File: src/rtl/audio_sequencer.sv
// Sample-ROM address sequencer: steps Add once per DIV data_over strobes.
// Optional pause support is enabled by defining AUDIO_SEQ_PAUSE_EN.
module audio_sequencer #(
  parameter int ADDR_W = 16,
  parameter int DIV    = 10
) (
  input  logic              Clk,
  input  logic              Reset,
  input  logic              INIT,
  input  logic              Loop,
  input  logic [ADDR_W-1:0] Track_Start,
  input  logic [ADDR_W-1:0] Track_Len,
  input  logic              Stop,
  input  logic              data_over,
`ifdef AUDIO_SEQ_PAUSE_EN
  input  logic              Pause,
`endif
  output logic              INIT_FINISH,
  output logic [ADDR_W-1:0] Add,
  output logic              Done,
  output logic              Wrap
);

  localparam int CW = $clog2(DIV + 1);
  localparam logic [CW-1:0] CNT_MAX = CW'(DIV - 1);
  localparam logic [CW-1:0] CNT_ONE = CW'(1);
  localparam logic [ADDR_W-1:0] A_ONE = ADDR_W'(1);

`ifdef AUDIO_SEQ_PAUSE_EN
  typedef enum logic [1:0] {
    S_IDLE,
    S_RUN,
    S_PAUSE
  } state_t;
`else
  typedef enum logic [1:0] {
    S_IDLE,
    S_RUN
  } state_t;
`endif

  state_t            state_q, state_d;
  logic [ADDR_W-1:0] add_q, add_d;
  logic [ADDR_W-1:0] idx_q, idx_d;
  logic [ADDR_W-1:0] start_q, start_d;
  logic [ADDR_W-1:0] len_q, len_d;
  logic [CW-1:0]     cnt_q, cnt_d;
  logic              loop_q, loop_d;
  logic              fin_q, fin_d;
  logic              done_q, done_d;
  logic              wrap_q, wrap_d;
  logic              last;

  assign last = (idx_q == len_q - A_ONE);

  // Next-state: Stop beats INIT beats Pause beats data_over.
  always_comb begin
    state_d = state_q;
    add_d   = add_q;
    idx_d   = idx_q;
    start_d = start_q;
    len_d   = len_q;
    cnt_d   = cnt_q;
    loop_d  = loop_q;
    done_d  = 1'b0;
    wrap_d  = 1'b0;
    priority case (1'b1)
      Stop: begin
        state_d = S_IDLE;
        cnt_d   = '0;
      end
      (INIT && (Track_Len != '0)): begin
        state_d = S_RUN;
        add_d   = Track_Start;
        idx_d   = '0;
        cnt_d   = '0;
        start_d = Track_Start;
        len_d   = Track_Len;
        loop_d  = Loop;
      end
`ifdef AUDIO_SEQ_PAUSE_EN
      (state_q == S_RUN && Pause): begin
        state_d = S_PAUSE;
      end
      (state_q == S_PAUSE): begin
        if (!Pause) state_d = S_RUN;
      end
`endif
      (state_q == S_RUN && data_over): begin
        if (cnt_q == CNT_MAX) begin
          cnt_d = '0;
          if (!last) begin
            idx_d = idx_q + A_ONE;
            add_d = add_q + A_ONE;
          end else if (loop_q) begin
            idx_d  = '0;
            add_d  = start_q;
            wrap_d = 1'b1;
          end else begin
            done_d  = 1'b1;
            state_d = S_IDLE;
          end
        end else begin
          cnt_d = cnt_q + CNT_ONE;
        end
      end
      default: ;
    endcase
    fin_d = (state_d != S_IDLE);
  end

  // State and output registers.
  always_ff @(posedge Clk or negedge Reset) begin
    if (!Reset) begin
      state_q <= S_IDLE;
      add_q   <= '0;
      idx_q   <= '0;
      start_q <= '0;
      len_q   <= '0;
      cnt_q   <= '0;
      loop_q  <= 1'b0;
      fin_q   <= 1'b0;
      done_q  <= 1'b0;
      wrap_q  <= 1'b0;
    end else begin
      state_q <= state_d;
      add_q   <= add_d;
      idx_q   <= idx_d;
      start_q <= start_d;
      len_q   <= len_d;
      cnt_q   <= cnt_d;
      loop_q  <= loop_d;
      fin_q   <= fin_d;
      done_q  <= done_d;
      wrap_q  <= wrap_d;
    end
  end

  assign INIT_FINISH = fin_q;
  assign Add         = add_q;
  assign Done        = done_q;
  assign Wrap        = wrap_q;

endmodule

File: config.mk
export PLATFORM = sky130hd
export DESIGN_NAME = audio_sequencer
export DESIGN_NICKNAME = d
export VERILOG_FILES = /design/src/rtl/audio_sequencer.sv
export SDC_FILE = /design/constraint.sdc
export NUM_CORES = 1
export LEC_CHECK = 0
export CORE_MARGIN = 2
export CORE_UTILIZATION = 55
export CTS_CLUSTER_DIAMETER = 60
export DETAILED_ROUTE_END_ITERATION = 12
export PLACE_DENSITY = 0.86
export SYNTH_ARGS = -nofsm -noshare
export SYNTH_HDL_FRONTEND = slang
export SYNTH_SLANG_ARGS = --single-unit
File: constraint.sdc
create_clock -name Clk -period 4.8 [get_ports Clk]
set_input_delay 1.44 -clock Clk [delete_from_list [all_inputs] [get_ports Clk]]
set_output_delay 1.44 -clock Clk [all_outputs]
set_load 0.02 [all_outputs]
==> metrics.yaml <==
run_status:
  status: "finished clean"
global_route:
  antenna_found_initial: 0
  grt_pass1_vias: 3624
  grt_pass1_wl_um: 17100
  grt_max_degree: 39
  use_met3_pct: 4.75
  top_usage_layer: "met2"
  gr-usage-met2_pct: 40.1
  use_met1_pct: 32.5
  grt-ovfl-total: 0
  grt.total_usage_pct: 24.9
finish:
  n_fill_cell: 594
  layout-drive-gt1-share_pct: 14.5
  final_cell_mix: "dfrtp_1 (74), clkdlybuf4s50_1 (55), nand2_1 (46), mux2_2 (40), a21oi_1 (35)"
  final_common_cell: "dfrtp_1"
  antenna_cells: 0
  layout.nets: 563
  area_growth_pct: 19.1
  ff_latch_area_um2: 1850
  multiInputGateArea_um2: 2400
logic_synthesis:
  ys_seq_area_share_pct: 42.1
  ys_top_cells_by_area: "dfrtp_1 (42%), mux2_2 (10%), a21oi_1 (4.0%), nand2_1 (3.9%), xnor2_1 (3.6%)"
  ys_ff_latch: 74
  ys_types: 56
  synth_top_area_share_pct: 42.1
  syn_nets: 510
  syn_area_um2: 4400
  yosys.area.top_type: "dfrtp_1"
  syn_area_per_cell_um2: 9.42
  synth_edf_count: 0
  synth_cells: 467
  ys.flop_type: "dfrtp_1"
  async_flop_share_pct: 100
  ys_warn_count: 0
worst_setup_path:
  crit_start: "Track_Len[10]"
  crit_type: "in2reg"
  rrSetupSlack_ns: 1.17
  arrival_ns: 4.36
  cp-end-kind: "flop"
  critPathLaunchType: "input port"
  r2r-start: "len_q[0]$_DFFE_PN0P_"
  critPathRequiredTime_ns: 5.06
  regToRegEndpoint: "idx_q[12]$_DFFE_PN0P_"
  cp_max_fo: 19
  worstRegToRegCells: 10
  critical_path.endpoint: "idx_q[12]$_DFFE_PN0P_"
routing:
  ant_nets: 0
  viasPerCell: 6.12
  via_count: 3840
  drt_iter0_markers: 271
  wire_per_inst_um: 17.0
  drc: 0
  first_pass_iters: 4
  drt_wl_total_um: 10600
clock_tree:
  cts_tree: "built"
  htree_levels: 3
  cts-resized-gates: 0
  cts_hold_buf: 0
  post_cts_buffers: 0
  cts.clk_slew.worst_paths_ns: 0.09
  numCtsBuffers: 9
  root_buffer: "clkbuf_8"
  cts.sinks: 74
  clock_path_buffers: 2
  clock_latency_ns: 0.36
sta:
  max_freq_mhz: 244
  min_period_ns: 4.10
  fin_tns_setup_ns: 0
  skew_ns: 0.0156
  worst_pin_slew_ns: 0.919
  hold_violations: 0
  fin_crit_sh_pct: 85.4
  drv_slew: 0
  relSlewSlack_pct: 38.7
  rsz0062_at_grt: "no"
  finalSetupViolCount: 0
  whs_ns: 0.518
floorplan:
  die_y_um: 93.4
  rows: 32
  chipWidth_um: 93.4
  die-area_um2: 8730
  initial_core_util_pct: 56.9
  io_pins: 57
  core_area_um2: 7730
placed_design:
  portBuffers: 56
  gp_congestion: 0.851
  dp_hpwl_um: 7370
pwr:
  power.density_nw_per_um2: 326
  ir_worst_vdd_uv: 277
  leakagePower_nw: 2.09
run:
  maxCapViolCount: 0
hold_path:
  holdCritStartpoint: "start_q[13]$_DFFE_PN0P_"
  min_path_type: "reg2reg"
## power by group
| part | internal [mW] | total, mW | switching, mW |
|---|---|---|---|
| clock | 0.241 | 0.491 | 0.250 |
| combinational | 0.219 | 0.424 | 0.205 |
| sequential | 0.696 | 0.793 | 0.0970 |
## flip-flops by register name, summed over array words and instances (netlist names)
| name | flops |
|---|---|
| len_q | 16 |
| loop_q | 1 |
| idx_q | 16 |
| cnt_q | 4 |
| INIT_FINISH | 1 |
| Wrap | 1 |
| Add | 16 |
| start_q | 16 |
| Done | 1 |
| state_q | 2 |
## routing by layer
metal / part of all wire (%) / vias to the layer above / wire (um)
met5: 0 / - / 0
met4: 2.0 / 0 / 214
met3: 5.9 / 23 / 631
met2: 49 / 148 / 5160
met1: 44 / 1861 / 4630
li1: - / 1808 / -
## cells by family after synthesis
kind of cell    after synthesis  synth area share, %
compound gates              113                 16.1
mux                          44                 11.2
xor+xnor                     30                 5.97
fa+ha+maj                     5                 1.42
buf+inv                      35                 3.50
simple gates                166                 19.7
flops                        74                 42.1
## critical path: stages
cell and delay, ns:
clkdlybuf4s50_1 0.43, nor4_1 0.37, nand4_1 0.23, and2_1 0.42
or3_1 0.46, a21oi_2 0.61, a41oi_1 0.21, a21oi_1 0.20
## area by class of cell
class / count / area share, %
clock buffers: 10 / 2.44
clock inverters: 6 / 1.29
inverters: 12 / 0.860
multi-input cells: 358 / 45.7
flip-flops and latches: 74 / 35.3
well taps: 102 / 2.44
repair buffers: 65 / 11.9
## metrics by stage
step	area (um^2)	instances	power, mW	setup slack (ns)	util (%)
2_1_floorplan	4400	467	1.04	1.57	-
5_1_grt	5240	627	1.79	0.475	67.8
3_3_place_gp	5040	611	1.21	0.513	65.3
4_1_cts	5240	627	1.71	0.745	67.8
6_report	5240	627	1.71	0.699	67.8
3_5_place_dp	5040	611	1.22	0.414	65.3
## worst min path at each step
stage                                         end  slack, ns  cells past startpoint
after floorplan             idx_q[15]$_DFFE_PN0P_       0.46                      1
after global placement       state_q[1]$_DFF_PN0_       0.48                      2
after detailed placement  start_q[11]$_DFFE_PN0P_       0.50                      1
after CTS                   idx_q[15]$_DFFE_PN0P_       0.51                      1
after global routing      start_q[11]$_DFFE_PN0P_       0.53                      1
final                     start_q[13]$_DFFE_PN0P_       0.52                      1
## synthesized netlist by cell type, types with 2 or more instances
library cell,number
nand3_1,18
nor4_1,5
buf_2,6
mux2_1,3
nand2b_1,7
xnor2_1,18
o21ai_1,20
xor2_1,12
a211oi_1,8
buf_4,2
a22o_1,2
and2_1,2
a31oi_1,4
a21oi_1,35
dfrtp_1,74
or3b_1,2
buf_1,2
or4_1,2
and3_1,10
nor3_1,25
o21bai_1,2
inv_1,12
nor4_2,2
nor2_1,24
or3_1,2
o31ai_1,16
nand4_1,6
o21ai_0,12
ha_1,5
nand3b_1,3
clkbuf_1,12
a41oi_1,2
or2_2,3
a2bb2oi_1,2
nor2b_1,2
mux2_2,40
nand2_1,46
(Power assumes the default switching activity.)
